==> config.mk <==
export PLATFORM = sky130hd
export DESIGN_NAME = regfile_bypass
export DESIGN_NICKNAME = d
export VERILOG_FILES = /design/src/rtl/regfile_bypass.sv
export SDC_FILE = /design/constraint.sdc
export NUM_CORES = 1
export LEC_CHECK = 0
export BUFFER_PORTS_ARGS = -buffer_cell sky130_fd_sc_hd__buf_2
export CAP_MARGIN = 10
export CELL_PAD_IN_SITES_DETAIL_PLACEMENT = 1
export CELL_PAD_IN_SITES_GLOBAL_PLACEMENT = 1
export CORE_ASPECT_RATIO = 1.25
export CORE_UTILIZATION = 46
export CTS_BUF_LIST = sky130_fd_sc_hd__clkbuf_4 sky130_fd_sc_hd__clkbuf_8
export CTS_CLUSTER_SIZE = 40
export DETAILED_ROUTE_END_ITERATION = 16
export GPL_TIMING_DRIVEN = 0
export PLACE_DENSITY = 0.81
export SETUP_SLACK_MARGIN = 0.2
export SLEW_MARGIN = 15
export SYNTH_ARGS = -nofsm -noshare
export SYNTH_HDL_FRONTEND = slang
export SYNTH_SLANG_ARGS = --single-unit
==> constraint.sdc <==
create_clock -name clk -period 1.7 [get_ports clk]
set_input_delay 0.255 -clock clk [delete_from_list [all_inputs] [get_ports clk]]
set_output_delay 0.255 -clock clk [all_outputs]
set_load 0.02 [all_outputs]
==> src/rtl/regfile_bypass.sv <==
// Register file with two combinational read ports, one write port and a 4-bit flag register.
// A write can be forwarded to either read port in the same cycle when BYPASS is set.

module regfile_cell #(
  parameter int DATA_WIDTH = 16
) (
  input  logic                  clk,
  input  logic                  rst,
  input  logic                  we,
  input  logic [DATA_WIDTH-1:0] wdata,
  output logic [DATA_WIDTH-1:0] data
);
  logic [DATA_WIDTH-1:0] data_d, data_q;

  always_comb begin
    data_d = data_q;
    if (we) data_d = wdata;
  end

  always_ff @(posedge clk) begin
    if (rst) data_q <= '0;
    else     data_q <= data_d;
  end

  assign data = data_q;
endmodule

module regfile_rd_port #(
  parameter int DATA_WIDTH = 16,
  parameter int NUM_REGS   = 8,
  parameter int SEL_WIDTH  = 3,
  parameter int BYPASS     = 1
) (
  input  logic [NUM_REGS-1:0][DATA_WIDTH-1:0] regs,
  input  logic [SEL_WIDTH-1:0]                sel,
  input  logic                                byp_en,
  input  logic [SEL_WIDTH-1:0]                wsel,
  input  logic [DATA_WIDTH-1:0]               wdata,
  output logic [DATA_WIDTH-1:0]               data,
  output logic                                oob
);
  // Decoded mux rather than regs[sel] so selects past NUM_REGS never index out of range.
  always_comb begin
    data = '0;
    oob  = 1'b1;
    for (int i = 0; i < NUM_REGS; i++) begin
      if (sel == SEL_WIDTH'(i)) begin
        oob  = 1'b0;
        data = regs[i];
      end
    end
    if (BYPASS != 0 && byp_en && !oob && wsel == sel) data = wdata;
  end
endmodule

module regfile_bypass #(
  parameter int DATA_WIDTH = 16,
  parameter int NUM_REGS   = 8,
  parameter int SEL_WIDTH  = 3,
  parameter int BYPASS     = 1
) (
  input  logic                  clk,
  input  logic                  rst,
  input  logic [SEL_WIDTH-1:0]  read1RegSel,
  input  logic [SEL_WIDTH-1:0]  read2RegSel,
  input  logic [SEL_WIDTH-1:0]  writeRegSel,
  input  logic [DATA_WIDTH-1:0] writeData,
  input  logic                  writeEn,
  output logic [DATA_WIDTH-1:0] read1Data,
  output logic [DATA_WIDTH-1:0] read2Data,
  input  logic                  flagWrEn,
  input  logic [3:0]            flagsIn,
  output logic [3:0]            flagsOut,
  output logic                  err
);
  localparam bit CFG_ERR = (SEL_WIDTH != $clog2(NUM_REGS));

  typedef struct packed {
    logic                  en;
    logic [SEL_WIDTH-1:0]  sel;
    logic [DATA_WIDTH-1:0] data;
  } wr_req_t;

  wr_req_t                             wr_req;
  logic                                wr_oob;
  logic [NUM_REGS-1:0]                 we_vec;
  logic [NUM_REGS-1:0][DATA_WIDTH-1:0] regs;
  logic [1:0][SEL_WIDTH-1:0]           rd_sel;
  logic [1:0][DATA_WIDTH-1:0]          rd_data;
  logic [1:0]                          rd_oob;
  logic [3:0]                          flags_d, flags_q;

  // Reset masks the write: it wins over writeEn for both storage and the bypass.
  assign wr_req = '{en: writeEn & ~rst, sel: writeRegSel, data: writeData};

  always_comb begin
    we_vec = '0;
    wr_oob = 1'b1;
    for (int i = 0; i < NUM_REGS; i++) begin
      if (writeRegSel == SEL_WIDTH'(i)) begin
        wr_oob    = 1'b0;
        we_vec[i] = wr_req.en;
      end
    end
  end

  generate
    for (genvar g = 0; g < NUM_REGS; g++) begin : g_cell
      regfile_cell #(.DATA_WIDTH(DATA_WIDTH)) u_cell (
        .clk   (clk),
        .rst   (rst),
        .we    (we_vec[g]),
        .wdata (wr_req.data),
        .data  (regs[g])
      );
    end
  endgenerate

  assign rd_sel = {read2RegSel, read1RegSel};

  generate
    for (genvar p = 0; p < 2; p++) begin : g_rd
      regfile_rd_port #(
        .DATA_WIDTH (DATA_WIDTH),
        .NUM_REGS   (NUM_REGS),
        .SEL_WIDTH  (SEL_WIDTH),
        .BYPASS     (BYPASS)
      ) u_rd (
        .regs   (regs),
        .sel    (rd_sel[p]),
        .byp_en (wr_req.en),
        .wsel   (wr_req.sel),
        .wdata  (wr_req.data),
        .data   (rd_data[p]),
        .oob    (rd_oob[p])
      );
    end
  endgenerate

  assign read1Data = rd_data[0];
  assign read2Data = rd_data[1];

  always_comb begin
    flags_d = flags_q;
    if (flagWrEn) flags_d = flagsIn;
  end

  always_ff @(posedge clk) begin
    if (rst) flags_q <= '0;
    else     flags_q <= flags_d;
  end

  assign flagsOut = flags_q;
  assign err      = CFG_ERR | (writeEn & wr_oob) | (|rd_oob);
endmodule
---- Word-level counts from Yosys, hierarchy flattened ----
Index checks and enable logic that the tools add are counted.
storage, ports and cells
  flip-flop bits (word level) ............. 132
  bits of input ports ..................... 33
  output and inout port bits .............. 37
  word-level logic and storage cells ...... 96
cells by class
  equal/unequal tests ..................... 23
  mux-type cells .......................... 50
  bitwise gates (word level) .............. 4
  reduce and logical (&&, ||, !) cells .... 10
operators with widths
  cell                  number
  $mux W16              18
  $eq A3 B3 Y1 const B  12
  $mux W1               32
  $eq A3 B2 Y1 const B  6
  $eq A3 B1 Y1 const B  3
  $logic_not A3 Y1      3
  $eq A3 B3 Y1          2
  $logic_and A1 B1 Y1   4
  $and A1 B1 Y1         2
  $logic_not A1 Y1      2
  $reduce_or A2 Y1      1
  $not A1 Y1            1
  $or A1 B1 Y1          1

---- Logic depth before layout (Yosys ltp) ----
  depth after elaboration ................. 13
  depth in mapped cells ................... 8

---- Hierarchy ----
From an unflattened synthesis, not the netlist that was laid out.
second synthesis, totals
  cell total of the unflattened synthesis .. 940
  area total of the unflattened synthesis .. 8117.8 sq um
modules (own cells, without submodules)
  module           times used  cells each  area an instance (sq um)  sequential area each (sq um)
  regfile_cell     8           52          580.6                     320.3
  regfile_rd_port  2           248         1622.8                    0.0
  regfile_bypass   1           28          227.7                     80.1

---- Least setup slack after synthesis ----
No wires, ideal clock.
  kind .................................... input to output
  from .................................... input port read1RegSel[0]
  to ...................................... output port read1Data[14]
  arrival ................................. 1.647 ns
  setup slack ............................. -0.202 ns
  stages on the path ...................... 7
  cells stage by stage .................... buf_2 buf_6 or2_2 buf_2 o22ai_1 o21ai_0 a31oi_1
on the way
  cells in the longest elaborated chain, start to end .. 13
ends and longest elaborated chain
  element                           line  text
  start: declaration                64    input logic [SEL_WIDTH-1:0] read1RegSel,
  $logic_not A3 Y1                  47    if (sel == SEL_WIDTH'(i)) begin
  $mux W1 (8 in a row)              47
  $logic_not A1 Y1                  52    if (BYPASS != 0 && byp_en && !oob && wsel == sel) data = wdata;
  $logic_and A1 B1 Y1 (2 in a row)  52
  $mux W16 (*)                      52
  end: declaration                  69    output logic [DATA_WIDTH-1:0] read1Data,
Every way passes the cells marked *; elsewhere a longest branch is shown, timed or not.

---- Worst setup path in the final report ----
  from .................................... register g_cell[0].u_cell.data_q[13]
  to ...................................... output port read2Data[13]
on the way
  cells in the longest elaborated chain, start to end .. 9
ends and longest elaborated chain
  element                   line  text
  start: declaration        13    logic [DATA_WIDTH-1:0] data_d, data_q;
  start signal: assignment  22    else data_q <= data_d;
  $mux W16 (8 in a row)     47
  $mux W16                  52
  end: declaration          70    output logic [DATA_WIDTH-1:0] read2Data,
No other way between the ends.

==> metrics.md <==
| Metric | Value |
|---|---|
| Critical Path Max Stage Delay | 0.41 ns |
| Die area | approximately 17000 sq um |
| Final hold slack | 0.00931 ns |
| Area Growth Syn to Fin | 32.8% |
| Post-Syn Instances | 955 |
| DRC | 0 |
| Remaining Overflow, GRT | 0 |
| Layout filler cell count | between 1500 and 2000 |
| Slew headroom | 32.8% |
| Hold/Removal Path Class | primary input to register |
| Yosys warns | 0 |
| Area of the multi-input gates | 5440 sq um |
| Total negative slack | -12.22 ns |
| Clk slew on worst S/H paths | 0.08 ns |
| Global-route wire length before repair | 51500 um |
| WP data required | ~1.4 ns |
| Finish-stage setup viols | 32 |
| Io pins | 70 |
| Worst Setup Slack, final | -0.528 ns |
| Post-route ant nets | 0 |
| TritonCTS clock tree | yes |
| P per Cell Area | slightly above 700 nW/um^2 |
| Synth async-reset ratio | 0% |
| Commonest non-fill, non-tap cell in the layout | nand2_1 |
| Pin count of the biggest net entering global routing | 17 |
| CTS sink cnt | 132 |
| Slowest-stage cell, CP | or3b_4 |
| N_diodes | 0 |
| Nets | 1078 |
| Final core utilization | 62.7% |
| Sequential-to-total area share from yosys stat | 34.4% |
| Sequential cell area | 2710 sq um |
| Die X | 118 um |
| Run status | complete, but fails checks |
| Initial core utilization | 47.2% |
| Tot Pwr | approximately 7.4 mW |
| Prevailing post-synth register cell | dfxtp_1 |
| Peak supply drop | 0.000471 V |
| Slew at the pin closest to its max-slew limit | 1.01 ns |
| Hold buffer count at cts | 0 |
| Buffers added on ports | 45 |
| Vias per cell | 6.70 |
| Htree depth | 4 |
| RSZ-0062 raised after global routing | true |
| # Max-Cap Violations | 0 |
| Syn Nets | 988 |
| Num rows | 52 |
| Top delay family on crit path | compound AO/OA/AOI/OAI gates |
| Final HPWL DP | 22500 um |
| RePlAce Congestion | between 0.9 and 1 |
| Commonest non-fill, non-tap cells in the layout | nand2_1, nor2_1, mux2i_1 |
| WP data arrival | 1.97 ns |
| Number of synthesized flops with an enable pin | 0 |
| First drt pass iteration count | 5 |
| Mapped cell area | 7680 sq um |
| Synth unique cells | 42 |
| Mapped Avg Cell Area | 8.05 sq um |
| Share of cells above drive strength 1 | 37.2% |
| GRT Total Usage | 39.5% |
| Crit-path cells | or3b_4 > a21oi_4 > o221ai_2 > a21oi_2 > buf_4 |
| Clock skew | 0 ns |
| Leak | 3.83 nW |
| Die height | between 100 and 150 um |
| Flops & latches, synth | 132 |
| Clock buffer depth | 2 |
| Antenna violations before repair | 0 |
| Fin crit share | 131% |
| Fmax | 449 MHz |
| DR WL/cell | 29.2 um |
| Fin. max-slew vios | 0 |
| Via count | 8530 |
| Final wirelength | 37200 um |
| Startpoint Class | register |
| Later-pin clock latency in the skew report | 0.48 ns |
| Vias in the first global route | 8680 |
| Hold Violations, Final | 0 |
| Worst Path Buf+Inv | 1 |
| Maximum fanout along the worst path | 3 |
| Initial DRC Count | between 800 and 900 |
| CTS Root Cell | clkbuf_8 |
| Failing checks | negative setup slack |
| Core ar. | 16300 sq um |
| Worst setup EP type | output pin |
| Fin crit period | 2.23 ns |
| Number of buffers created by CTS | 17 |
| Critical path type | register to output pin |
## path summary, 6_finish.rpt
check / startpoint / end / slack (ns) / cells past startpoint
max reg2reg: g_cell[0].u_cell.data[3]$_SDFFE_PP0P_ / g_cell[0].u_cell.data[3]$_SDFFE_PP0P_ / 0.64 / 6
min: flagsIn[0] / flagsOut[0]$_SDFFE_PP0P_ / 0.009 / 3
min reg2reg: g_cell[2].u_cell.data[2]$_SDFFE_PP0P_ / g_cell[2].u_cell.data[2]$_SDFFE_PP0P_ / 0.48 / 2
max: g_cell[0].u_cell.data[13]$_SDFFE_PP0P_ / read2Data[13] / -0.53 / 5
## where the power goes
part           leakage, nW  switching [mW]  internal (mW)
sequential            1.09          0.0455           3.14
combinational         2.54           0.880          0.514
clock                0.194            1.44           1.39
## cell usage after synthesis (2+ instances only)
cell       instances  area share, %
nor3b_2            2           0.33
o21a_1            14            1.4
o221ai_1          15            1.7
and2_1             2           0.16
dfxtp_1          132             34
buf_2             29            1.9
nand2_1          142            6.9
clkbuf_2           3           0.20
inv_1              3           0.15
buf_4              6           0.59
mux4_2             9            2.6
nand4_1            2           0.16
o21ai_0           48            3.1
a22oi_1           14            1.4
xnor2_1            6           0.68
buf_1              5           0.24
nand3b_1           3           0.29
a21oi_1          108            7.0
or2_2             11           0.90
o2bb2ai_1          5           0.57
clkbuf_1          57            2.8
a31oi_1           13            1.1
mux2_2            20            2.9
buf_6              3           0.44
mux2i_1          121             16
nand2b_1           3           0.24
nand3_1            6           0.39
nor2b_1           18            1.5
o22ai_1           11           0.90
or3b_2            14            1.6
nor2_1           109            5.3
nor3b_1           11            1.1
## state kept, by name (all words and copies together) (netlist names)
name,flops
g_cell.u_cell.data,128
flagsOut,4
## metrics by stage
stage                     cells  cell area, sq um  setup WS (ns)
after floorplan             955              8180         0.0439
after global placement     1216              8680         -0.518
after detailed placement   1216              8680         -0.525
after CTS                  1268              9950         -0.438
after global routing       1273             10200         -0.510
final                      1273             10200         -0.528
## logic make-up after synthesis
kind of cell	after synthesis	synth area share, %
xor gates and xnor gates	6	0.684
DFF	132	34.4
other	1	0.0488
AOI/OAI and AO/OA	232	17.6
and+or+nand+nor	327	19.5
muxes	150	21.3
buffers and inverters	107	6.48
## layer usage
| metal | routed length, um | vias up | global-route usage, % |
|---|---|---|---|
| li1 | - | 3505 | - |
| met5 | 0 | - | 0 |
| met3 | 3570 | 245 | 9.45 |
| met1 | 13700 | 4146 | 46.0 |
| met2 | 17100 | 634 | 65.6 |
| met4 | 2790 | 0 | 24.2 |
## timing repair
action,4_1_cts,5_1_grt
resized for setup,200,55
setup endpoints to repair,42,42
setup buffers,20,5
cloned,1,0
pin swaps,70,31
## layout make-up
| class | count | share of cell area [%] |
|---|---|---|
| clock buffers | 21 | 2.71 |
| multi-input cells | 716 | 53.3 |
| repair buffers | 71 | 5.90 |
| clock inverters | 10 | 1.05 |
| flip-flops and latches | 132 | 26.5 |
| inverters | 3 | 0.110 |
| well taps | 216 | 2.65 |
| plain buffers | 104 | 7.73 |
## worst min-delay path, stage by stage
cell and delay, ns:
buf_2 0.08, mux2i_1 0.05, nor2_1 0.07
Note: power is estimated with default switching activity, not from simulation.
